`config.mk`:
```
export PLATFORM = sky130hd
export DESIGN_NAME = eva_ahb_regbank
export DESIGN_NICKNAME = d
export VERILOG_FILES = /design/src/rtl/eva_ahb_pkg.sv /design/src/rtl/eva_ahb_regbank.sv
export SDC_FILE = /design/constraint.sdc
export NUM_CORES = 1
export LEC_CHECK = 0
export BUFFER_PORTS_ARGS = -buffer_cell sky130_fd_sc_hd__buf_2
export CORE_AREA = 4 4 248 250
export CTS_CLUSTER_DIAMETER = 200
export DETAILED_ROUTE_END_ITERATION = 12
export DIE_AREA = 0 0 252 254
export PLACE_DENSITY = 0.72
export SLEW_MARGIN = 40
export SYNTH_ARGS = -nofsm -noshare
export SYNTH_HDL_FRONTEND = slang
export SYNTH_SLANG_ARGS = --single-unit
```
`constraint.sdc`:
```
create_clock -name hclk -period 2.5 [get_ports hclk]
set_clock_uncertainty 0.15 [all_clocks]
set_input_delay 0.5 -clock hclk [delete_from_list [all_inputs] [get_ports hclk]]
set_output_delay 0.5 -clock hclk [all_outputs]
set_load 0.02 [all_outputs]
```
`src/rtl/eva_ahb_pkg.sv`:
```
// Shared AHB-Lite encodings and the slave FSM state type for the EVA register bank.
package eva_ahb_pkg;

    localparam logic [1:0] HTRANS_IDLE   = 2'b00;
    localparam logic [1:0] HTRANS_BUSY   = 2'b01;
    localparam logic [1:0] HTRANS_NONSEQ = 2'b10;
    localparam logic [1:0] HTRANS_SEQ    = 2'b11;

    localparam logic [1:0] HRESP_OKAY    = 2'b00;
    localparam logic [1:0] HRESP_ERROR   = 2'b01;

    localparam logic [1:0] HSIZE_WORD    = 2'b10;

    typedef enum logic [1:0] {
        IDLE = 2'd0,
        WAIT = 2'd1,
        ERR1 = 2'd2,
        ERR2 = 2'd3
    } ahb_slv_st_e;

endpackage

```
`src/rtl/eva_ahb_regbank.sv`:
```
// AHB-Lite slave register bank: NREG-1 RW config words plus one RO status word,
// programmable OKAY wait states and the two-cycle ERROR response.
module eva_ahb_regbank
    import eva_ahb_pkg::*;
#(
    parameter int          NREG     = 16,
    parameter int          WAIT_CYC = 0,
    parameter logic [31:0] BASE     = 32'h0000_0000
) (
    input  logic                 hclk,
    input  logic                 hrest_n,
    input  logic                 hsel,
    input  logic [1:0]           htrans,
    input  logic                 hwrite,
    input  logic [31:0]          haddr,
    input  logic [1:0]           hsize,
    input  logic [31:0]          hwdata,
    input  logic                 hready_in,
    output logic                 hready,
    output logic [1:0]           hresp,
    output logic [31:0]          hrdata,
    input  logic [31:0]          sts_in,
    output logic [32*NREG-1:0]   cfg_q
);

    localparam int              IDXW    = (NREG > 2) ? $clog2(NREG) : 1;
    localparam logic [IDXW-1:0] STS_IDX = IDXW'(NREG - 1);
    localparam logic [31:0]     SPAN    = 32'(NREG * 4);
    localparam logic [3:0]      WLOAD   = (WAIT_CYC > 0) ? 4'(WAIT_CYC - 1) : 4'd0;

    logic [31:0]     r_regs [0:NREG-2];
    ahb_slv_st_e     r_st, w_st_nxt;
    logic [3:0]      r_cnt, w_cnt_nxt;
    logic            r_pend, r_pwrite;
    logic [IDXW-1:0] r_pidx;
    logic [31:0]     r_rdata;

    logic            w_hready;
    logic [1:0]      w_hresp;
    logic [31:0]     w_off;
    logic [IDXW-1:0] w_idx;
    logic            w_acc, w_err, w_commit;
    logic [31:0]     w_rreg, w_rnext;

    // hready/hresp decode straight from the state flop, so they are glitch-free.
    assign w_hready = (r_st == IDLE) || (r_st == ERR2);
    assign w_hresp  = ((r_st == ERR1) || (r_st == ERR2)) ? HRESP_ERROR : HRESP_OKAY;
    assign hready   = w_hready;
    assign hresp    = w_hresp;
    assign hrdata   = r_rdata;

    // Offset wraps for haddr < BASE; the range check then rejects it.
    assign w_off    = haddr - BASE;
    assign w_idx    = w_off[IDXW+1:2];
    assign w_acc    = hsel & hready_in & w_hready &
                      ((htrans == HTRANS_NONSEQ) || (htrans == HTRANS_SEQ));
    assign w_err    = (w_off >= SPAN) || (haddr[1:0] != 2'b00) ||
                      (hsize != HSIZE_WORD) || (hwrite && (w_idx == STS_IDX));
    assign w_commit = r_pend & r_pwrite & w_hready & (w_hresp == HRESP_OKAY);

    // Read mux over the RW words; the status index is handled separately.
    always_comb begin
        w_rreg = '0;
        for (int i = 0; i < NREG - 1; i++) begin
            if (w_idx == IDXW'(i)) w_rreg = r_regs[i];
        end
    end

    // Forward write data when a same-index write commits on the accept edge.
    assign w_rnext = (w_idx == STS_IDX)                  ? sts_in :
                     (w_commit && (r_pidx == w_idx))     ? hwdata : w_rreg;

    // Next-state and wait-counter logic; ERR2 accepts a new address like IDLE.
    always_comb begin
        w_st_nxt  = r_st;
        w_cnt_nxt = r_cnt;
        case (r_st)
            IDLE, ERR2: begin
                w_st_nxt = IDLE;
                if (w_acc) begin
                    if (w_err) begin
                        w_st_nxt = ERR1;
                    end else if (WAIT_CYC > 0) begin
                        w_st_nxt  = WAIT;
                        w_cnt_nxt = WLOAD;
                    end
                end
            end
            WAIT: begin
                if (r_cnt == 4'd0) w_st_nxt = IDLE;
                else               w_cnt_nxt = r_cnt - 4'd1;
            end
            ERR1:    w_st_nxt = ERR2;
            default: w_st_nxt = IDLE;
        endcase
    end

    // State and wait-counter registers.
    always_ff @(posedge hclk or negedge hrest_n) begin
        if (!hrest_n) begin
            r_st  <= IDLE;
            r_cnt <= 4'd0;
        end else begin
            r_st  <= w_st_nxt;
            r_cnt <= w_cnt_nxt;
        end
    end

    // Pending data-phase tracking; erroneous writes are never marked as writes.
    always_ff @(posedge hclk or negedge hrest_n) begin
        if (!hrest_n) begin
            r_pend   <= 1'b0;
            r_pwrite <= 1'b0;
            r_pidx   <= '0;
        end else if (w_acc) begin
            r_pend   <= 1'b1;
            r_pwrite <= hwrite & ~w_err;
            r_pidx   <= w_idx;
        end else if (w_hready) begin
            r_pend   <= 1'b0;
            r_pwrite <= 1'b0;
        end
    end

    // Read data captured at accept and held through wait states, else zero.
    always_ff @(posedge hclk or negedge hrest_n) begin
        if (!hrest_n) begin
            r_rdata <= '0;
        end else if (w_acc) begin
            r_rdata <= (!hwrite && !w_err) ? w_rnext : 32'h0;
        end else if (w_hready) begin
            r_rdata <= '0;
        end
    end

    // RW register array, written when an OKAY write data phase completes.
    always_ff @(posedge hclk or negedge hrest_n) begin
        if (!hrest_n) begin
            for (int i = 0; i < NREG - 1; i++) r_regs[i] <= '0;
        end else begin
            for (int i = 0; i < NREG - 1; i++) begin
                if (w_commit && (r_pidx == IDXW'(i))) r_regs[i] <= hwdata;
            end
        end
    end

    for (genvar g = 0; g < NREG - 1; g++) begin : g_cfg
        assign cfg_q[32*g +: 32] = r_regs[g];
    end
    assign cfg_q[32*(NREG-1) +: 32] = sts_in;

endmodule

```
* Yosys cells after proc, flatten, opt, wreduce, memory -nomap -nowiden
Cells that the tools add are included.
** Operators by class
- Bitwise operators :: 9
- Add/sub/neg operators :: 1
- Mux-type cells :: 28
- Magnitude comparators :: 1
- Reduce and logical (&&, ||, !) cells :: 35
- Eq/ne operators :: 37
** Operator list (number)
- 32-bit two-way mux :: 20
- 4-bit == test, second input constant :: 15
- 4-bit by 3-bit == test with 1-bit output, second input constant :: 8
- 32-bit by 7-bit greater-or-equal comparator with 1-bit output, second input constant :: 1
- 1-bit logical AND :: 18
- 4-bit by 2-bit == test with 1-bit output, second input constant :: 4
- 4-bit zero test :: 3
- 2-bit == test, second input constant :: 4
- 4-bit by 1-bit == test with 1-bit output, second input constant :: 2
- 1-bit bitwise AND :: 7
- 1-bit logical OR :: 6
- 2-bit two-way mux :: 3
- 2-bit one-hot mux with 3 select lines :: 1
- 4-bit == test :: 1
- 2-bit zero test :: 2
- 1-bit two-way mux :: 4
- 2-bit inequality test, second input constant :: 2
- 2-bit nonzero test :: 2
- 4-bit by 1-bit subtractor with 4-bit output, second input constant :: 1
- 2-bit by 1-bit == test with 1-bit output, second input constant :: 1
- 1-bit zero test :: 2
- 1-bit inverter :: 2
- 2-bit AND reduction :: 1
- 2-bit OR reduction :: 1
** Storage, ports and cells
- Bits of input ports :: 105
- Flip-flop bits (word level) :: 524
- Logic and storage cells :: 132
- Output and inout port bits :: 547

* Logic depth before layout (Yosys ltp)
- Depth after elaboration :: 20
- Gate-level depth with buffers :: 11
- Gate-level depth less buffers :: 8

* Worst setup path after synthesis
OpenSTA, ideal clock, no wires.
- Path kind :: register to register
- From :: reg r_st[0]
- To :: reg r_regs (netlist bit cfg_q[155])
- Period minus slack after synthesis :: 2841 ps
- Data required time :: 2225 ps
- Path slack :: -341 ps
- Stages on the path, launching flop included :: 10
- Library setup time :: 125 ps
- Buffers on the path :: 2
- Arrival :: 2567 ps
- Cell sequence :: dfrtp_1 > inv_1 > ha_1 > nor4bb_1 > and2_1 > clkbuf_1 > nand3b_1 > nor3_2 > buf_2 > mux2_2
** On the way
- Elaborated cells between the ends (all ways) :: 10
- Those cells by class :: eq/ne: 2; mux: 1; bitwise: 2; reduce/logical: 5
** RTL lines
- start: declaration :: RTL line eva_ahb_regbank.sv:32 : ahb_slv_st_e r_st, w_st_nxt;
- start signal: assignment :: RTL line eva_ahb_regbank.sv:104 : r_st <= w_st_nxt;
- 2-bit == test / 2-bit zero test (equally long branches) :: RTL line eva_ahb_regbank.sv:46 : assign w_hready = (r_st == IDLE) || (r_st == ERR2);
- 1-bit logical OR (*) :: RTL line eva_ahb_regbank.sv:46
- named net hready :: RTL line eva_ahb_regbank.sv:19 : output logic hready,
- 1-bit bitwise AND (*) (2 in a row) :: RTL line eva_ahb_regbank.sv:59 : assign w_commit = r_pend & r_pwrite & w_hready & (w_hresp == HRESP_OKAY);
- 1-bit logical AND (*) :: RTL line eva_ahb_regbank.sv:142 : if (w_commit && (r_pidx == IDXW'(i))) r_regs[i] <= hwdata;
- end signal: indexed assignment :: RTL line eva_ahb_regbank.sv:142
- end: declaration :: RTL line eva_ahb_regbank.sv:31 : logic [31:0] r_regs [0:NREG-2];
Mark *: on every way through the listed nets, which the timed path passes. The rest lies on a longest branch.
A chain may end at the register's enable or synchronous reset.

* Worst setup path after layout
- From :: reg r_st[1]
- To :: reg r_rdata[8] (netlist: hrdata[8])
** On the way
- Longest elaborated chain between the ends :: 10
- Elaborated cells between the ends (all ways) :: 17
- Those cells by class :: eq/ne: 2; mux: 5; bitwise: 4; reduce/logical: 6
** RTL lines
- 2-bit == test, on equally long branches :: RTL line eva_ahb_regbank.sv:47, eva_ahb_regbank.sv:46
- 1-bit logical OR :: RTL line eva_ahb_regbank.sv:47 : assign w_hresp = ((r_st == ERR1) || (r_st == ERR2)) ? HRESP_ERROR : HRESP_OKAY;
- 1-bit two-way mux :: RTL line eva_ahb_regbank.sv:47
- 2-bit zero test :: RTL line eva_ahb_regbank.sv:59
- 1-bit bitwise AND :: RTL line eva_ahb_regbank.sv:59
- 1-bit logical AND :: RTL line eva_ahb_regbank.sv:71 : (w_commit && (r_pidx == w_idx)) ? hwdata : w_rreg;
- 32-bit two-way mux :: RTL line eva_ahb_regbank.sv:71
- 32-bit two-way mux :: RTL line eva_ahb_regbank.sv:70 : assign w_rnext = (w_idx == STS_IDX) ? sts_in :
- 32-bit two-way mux :: RTL line eva_ahb_regbank.sv:130 : r_rdata <= (!hwrite && !w_err) ? w_rnext : 32'h0;
- 32-bit two-way mux :: RTL line eva_ahb_regbank.sv:129 : end else if (w_acc) begin
- end signal: assignment :: RTL line eva_ahb_regbank.sv:130
- end: declaration :: RTL line eva_ahb_regbank.sv:36 : logic [31:0] r_rdata;
Parallel ways exist; a longest one is shown, timed or not.

==> results summary <==
The flow ran to the end, but the final reports show violations. The checks that failed: setup timing. The deepest clock path buffer count is 3. The post-route clock period utilization is 1.08. The total number of placement rows is 89.

Headroom to the max-slew limit came out at 0.323. The fraction of layout cells with a size suffix above 1 is 0.553. The mean post-synth cell area came out at 12.0 um2. Among cell families on the critical path, the largest total delay comes from simple AND/OR/NAND/NOR gates.

The core region area is 59000 um2. The biggest area consumer among synthesized cells is sky130_fd_sc_hd__dfrtp_1. The post-route standard cell area excluding fillers came out at 35400 um2. The warning count from the yosys run is 0. The DRC violations left is 0.

The worst path required time came out at 2.90 ns. The most frequent cell after synthesis is sky130_fd_sc_hd__dfrtp_1. The wire length of the first global-routing pass is 169 mm. Of the synthesized area, sequential elements account for 0.521. The area occupied by multi-input gates is 12300 um2.

The worst-margin pin slew came out at 0.990 ns. The horizontal die dimension came out at 252 um. The async set-or-reset flop fraction in the synthesized netlist is 1.00. The post-synth net total is 2212. The global router's overall resource usage is 0.362. The element type at the critical path end is a flop.

The power density over the cells came out at 583 nW/um2. Setup repair after global routing could not meet its margin everywhere. The number of input and output port buffers inserted came out at 649. The final hold violation count came out at 0. The total via count in the routed design came out at 23400.

In the synthesized netlist, the cells that appear most often are sky130_fd_sc_hd__dfrtp_1 (524), sky130_fd_sc_hd__mux2_2 (480), sky130_fd_sc_hd__clkbuf_1 (109), sky130_fd_sc_hd__nand2_1 (100), sky130_fd_sc_hd__o21ai_0 (97). The effective utilization at floorplan is 0.426. The worst setup path is launched from a flop.

The clock-pin slew on the worst setup and hold paths is 0.06 ns. The share of the synthesized area in the top cell type came out at 0.521. For this run the aggregate overflow at the end of global routing stands at 0. The number of cells on the worst hold path came out at 3. The most used flip-flop cell after synthesis is sky130_fd_sc_hd__dfrtp_1.

Across all setup checks in the final design, the least slack found is -0.198 ns. The critical path in this run is classified as flop to flop. The number of nets at the end of the flow is 2969. The pre-antenna-repair detailed-routing pass consisted of 6 iterations.

The startpoint identified for the worst register-to-register timing path is r_st[1]. The number of antenna violations at the first check in global routing is 4. Synthesis handed over a netlist of 2103 instances. The critical path goes through ha_4 > buf_4 > buf_8 > nand4_1 > or3_4 > or4_1 > o2bb2ai_1. The data arrival time at the worst-slack endpoint came out at 3.09 ns.

The number of buffers and inverters on the critical path is 2. Counting the buffers created by CTS gives 58. The count of routing violations after the opening detailed-route iteration came out at 2612.

The overall die area came out at 64000 um2. The clock net sink count is 524. Hold is met by 0.0712 ns. IR analysis of the VDD net gives a maximum drop of 0.563 mV. The final critical-path required period came out at 2.70 ns.

The type of the tightest min-delay check is primary input to flop. The slowest stage of the critical path is the sky130_fd_sc_hd__or4_1 cell. The highest achievable clock rate is 0.371 GHz. The total of max-cap violations came out at 0.

The count of boundary I/O pins came out at 652. From synthesis to final layout, the design area changed by 40.6%. The placed cell area is 31000 um2.

The leakage power of the design came out at 17.0 nW. In this run the critical register-to-register path is captured at hrdata[8]. Fill cells in the final layout number 4651. The critical path's largest stage delay came out at 0.56 ns. The maximum fanout along the worst path came out at 5. The final weighted congestion of routability-driven global placement came out at 0.909. The sum of negative setup slack is -29.68 ns.

The largest net degree at the start of global routing came out at 76. The number of placed instances, taps included, is 3512. The latest clock arrival within the worst-skew pair came out at 0.62 ns. The cell area after synthesis came out at 25200 um2. The root buffer cell chosen for the clock tree is sky130_fd_sc_hd__clkbuf_16. In the final routed layout, each cell accounts on average for 33.9 um.

The synthesized design contains 0 enable-type register cells. The number of storage elements in the synthesis netlist is 524. The number of global-route vias before repair came out at 23534.

The number of routed nets with antenna violations is 0. The total wirelength of the detailed-routed design is 125 mm. Dividing the detail-routed via count by the number of cells gives 6.36. Leaving out filler cells and counting taps, the final layout contains 3682. Ranked by total cell area, the synthesized netlist is headed by sky130_fd_sc_hd__dfrtp_1 (52%), sky130_fd_sc_hd__mux2_2 (21%), sky130_fd_sc_hd__o21ai_0 (1.9%). Measured in cells, the most critical reg-to-reg path has a length of 7. At the placement stage, the worst setup path has a slack of -0.305 ns. The count of distinct cell types in the synthesized netlist came out at 71. The H-tree generated during clock tree synthesis spans 2 levels.

The worst hold endpoint is hrdata[29]. The die extent in y is 254 um. The startpoint identified for the worst hold timing path is sts_in[29]. The HPWL after detailed placement is 83.0 mm. The number of max-slew violations in the final report was 0. The clock tree from TritonCTS is yes.

In the final layout, flip-flops and latches occupy 13100 um2. The internal reg-to-reg setup slack came out at -0.20 ns. The number of failing setup endpoints in the final timing report came out at 401.
-- registers in the layout, summed over array words and instances (netlist names) --
name / cells
r_cnt: 4
r_pwrite: 1
r_pidx: 4
r_st: 2
cfg_q: 480
r_pend: 1
hrdata: 32
-- kinds of logic after synthesis --
kind of cell | synth area share
xor gates and xnor gates | 0.00209
DFF | 0.521
and+or+nand+nor | 0.0679
AOI/OAI and AO/OA | 0.117
muxes | 0.244
other | 0.000149
adders and majority gates | 0.00199
buffers and inverters | 0.0458
-- worst max-delay path by stage --
stage / from / to / cells after the start / slack [ns]
final: r_st[1] / hrdata[8] / 7 / -0.20
after global routing: r_st[0] / hrdata[9] / 8 / -0.20
after CTS: r_st[0] / cfg_q[256] / 10 / -0.13
after detailed placement: haddr[3] / hrdata[31] / 9 / -0.30
after global placement: haddr[23] / hrdata[19] / 8 / -0.28
after floorplan: r_st[1] / cfg_q[132] / 8 / -0.06
-- routing by layer --
metal / up-vias / GRT usage / part of all wire / routed length [um]
li1: 9259 / - / - / -
met5: - / 0 / 0.00018 / 22
met3: 515 / 0.0970 / 0.11 / 14200
met2: 1795 / 0.578 / 0.45 / 56000
met4: 4 / 0.175 / 0.068 / 8530
met1: 11827 / 0.461 / 0.37 / 46200
-- cells in the final DEF (no fill, tap or decap), drive strengths merged, types with 5 or more instances in the layout --
| cell | instances |
|---|---|
| nor2b | 25 |
| buf | 911 |
| a32oi | 6 |
| xnor2 | 5 |
| a31oi | 6 |
| inv | 22 |
| or2 | 5 |
| a2111oi | 12 |
| dfrtp | 524 |
| nand4 | 6 |
| nand3b | 7 |
| clkinv | 15 |
| a22oi | 52 |
| nand3 | 10 |
| mux2i | 40 |
| o2111ai | 7 |
| nand2b | 20 |
| o22ai | 16 |
| nor3 | 40 |
| o2bb2ai | 11 |
| or3 | 10 |
| a221oi | 15 |
| a21oi | 93 |
| a211oi | 34 |
| o211ai | 14 |
| o32ai | 5 |
| nor4 | 17 |
| nor2 | 92 |
| bufinv | 8 |
| a22o | 22 |
| clkbuf | 91 |
| o221ai | 14 |
| nand2 | 100 |
| and2 | 5 |
| or4 | 5 |
| mux4 | 14 |
| mux2 | 482 |
| o21ai | 98 |
-- cell type report --
| class | instances | share of cell area |
|---|---|---|
| sequential | 524 | 0.371 |
| multi-input combinational | 1335 | 0.347 |
| timing repair buffer | 924 | 0.195 |
| clock buffer | 79 | 0.0467 |
| tap | 773 | 0.0274 |
| clock inverter | 29 | 0.0108 |
| inverter | 17 | 0.00180 |
| antenna | 1 | 0.0000708 |
-- timing repair --
action / 4_1_cts / 5_1_grt
endpoints found under the setup margin: 274 / 447
hold buffers: 1 / 0
buffers inserted: 20 / 23
pin swaps: 9 / 38
resized for setup: 122 / 228
hold endpoints to repair: 22 / 0
cloned: 9 / 13
-- report_power, final --
| part | switching (mW) | leakage (nW) | internal (mW) |
|---|---|---|---|
| Clock | 3.72 | 1.01 | 5.45 |
| Sequential | 0.186 | 6.76 | 8.68 |
| Combinational | 1.67 | 9.25 | 0.905 |
| Total | 5.57 | 17.0 | 15.0 |
-- per-stage QoR --
| step | power, mW | util |
|---|---|---|
| global route | 21.1 | 0.599 |
| global placement | 11.4 | 0.526 |
| floorplan | 10.1 | - |
| finish | 20.6 | 0.599 |
| detailed placement | 11.5 | 0.526 |
| CTS | 20.5 | 0.576 |
-- tightest hold or removal path: stages --
cell                        delay (ns)
sky130_fd_sc_hd__buf_2            0.10
sky130_fd_sc_hd__o21ai_0          0.08
sky130_fd_sc_hd__o2bb2ai_1        0.13
(Power assumes the default switching activity.)
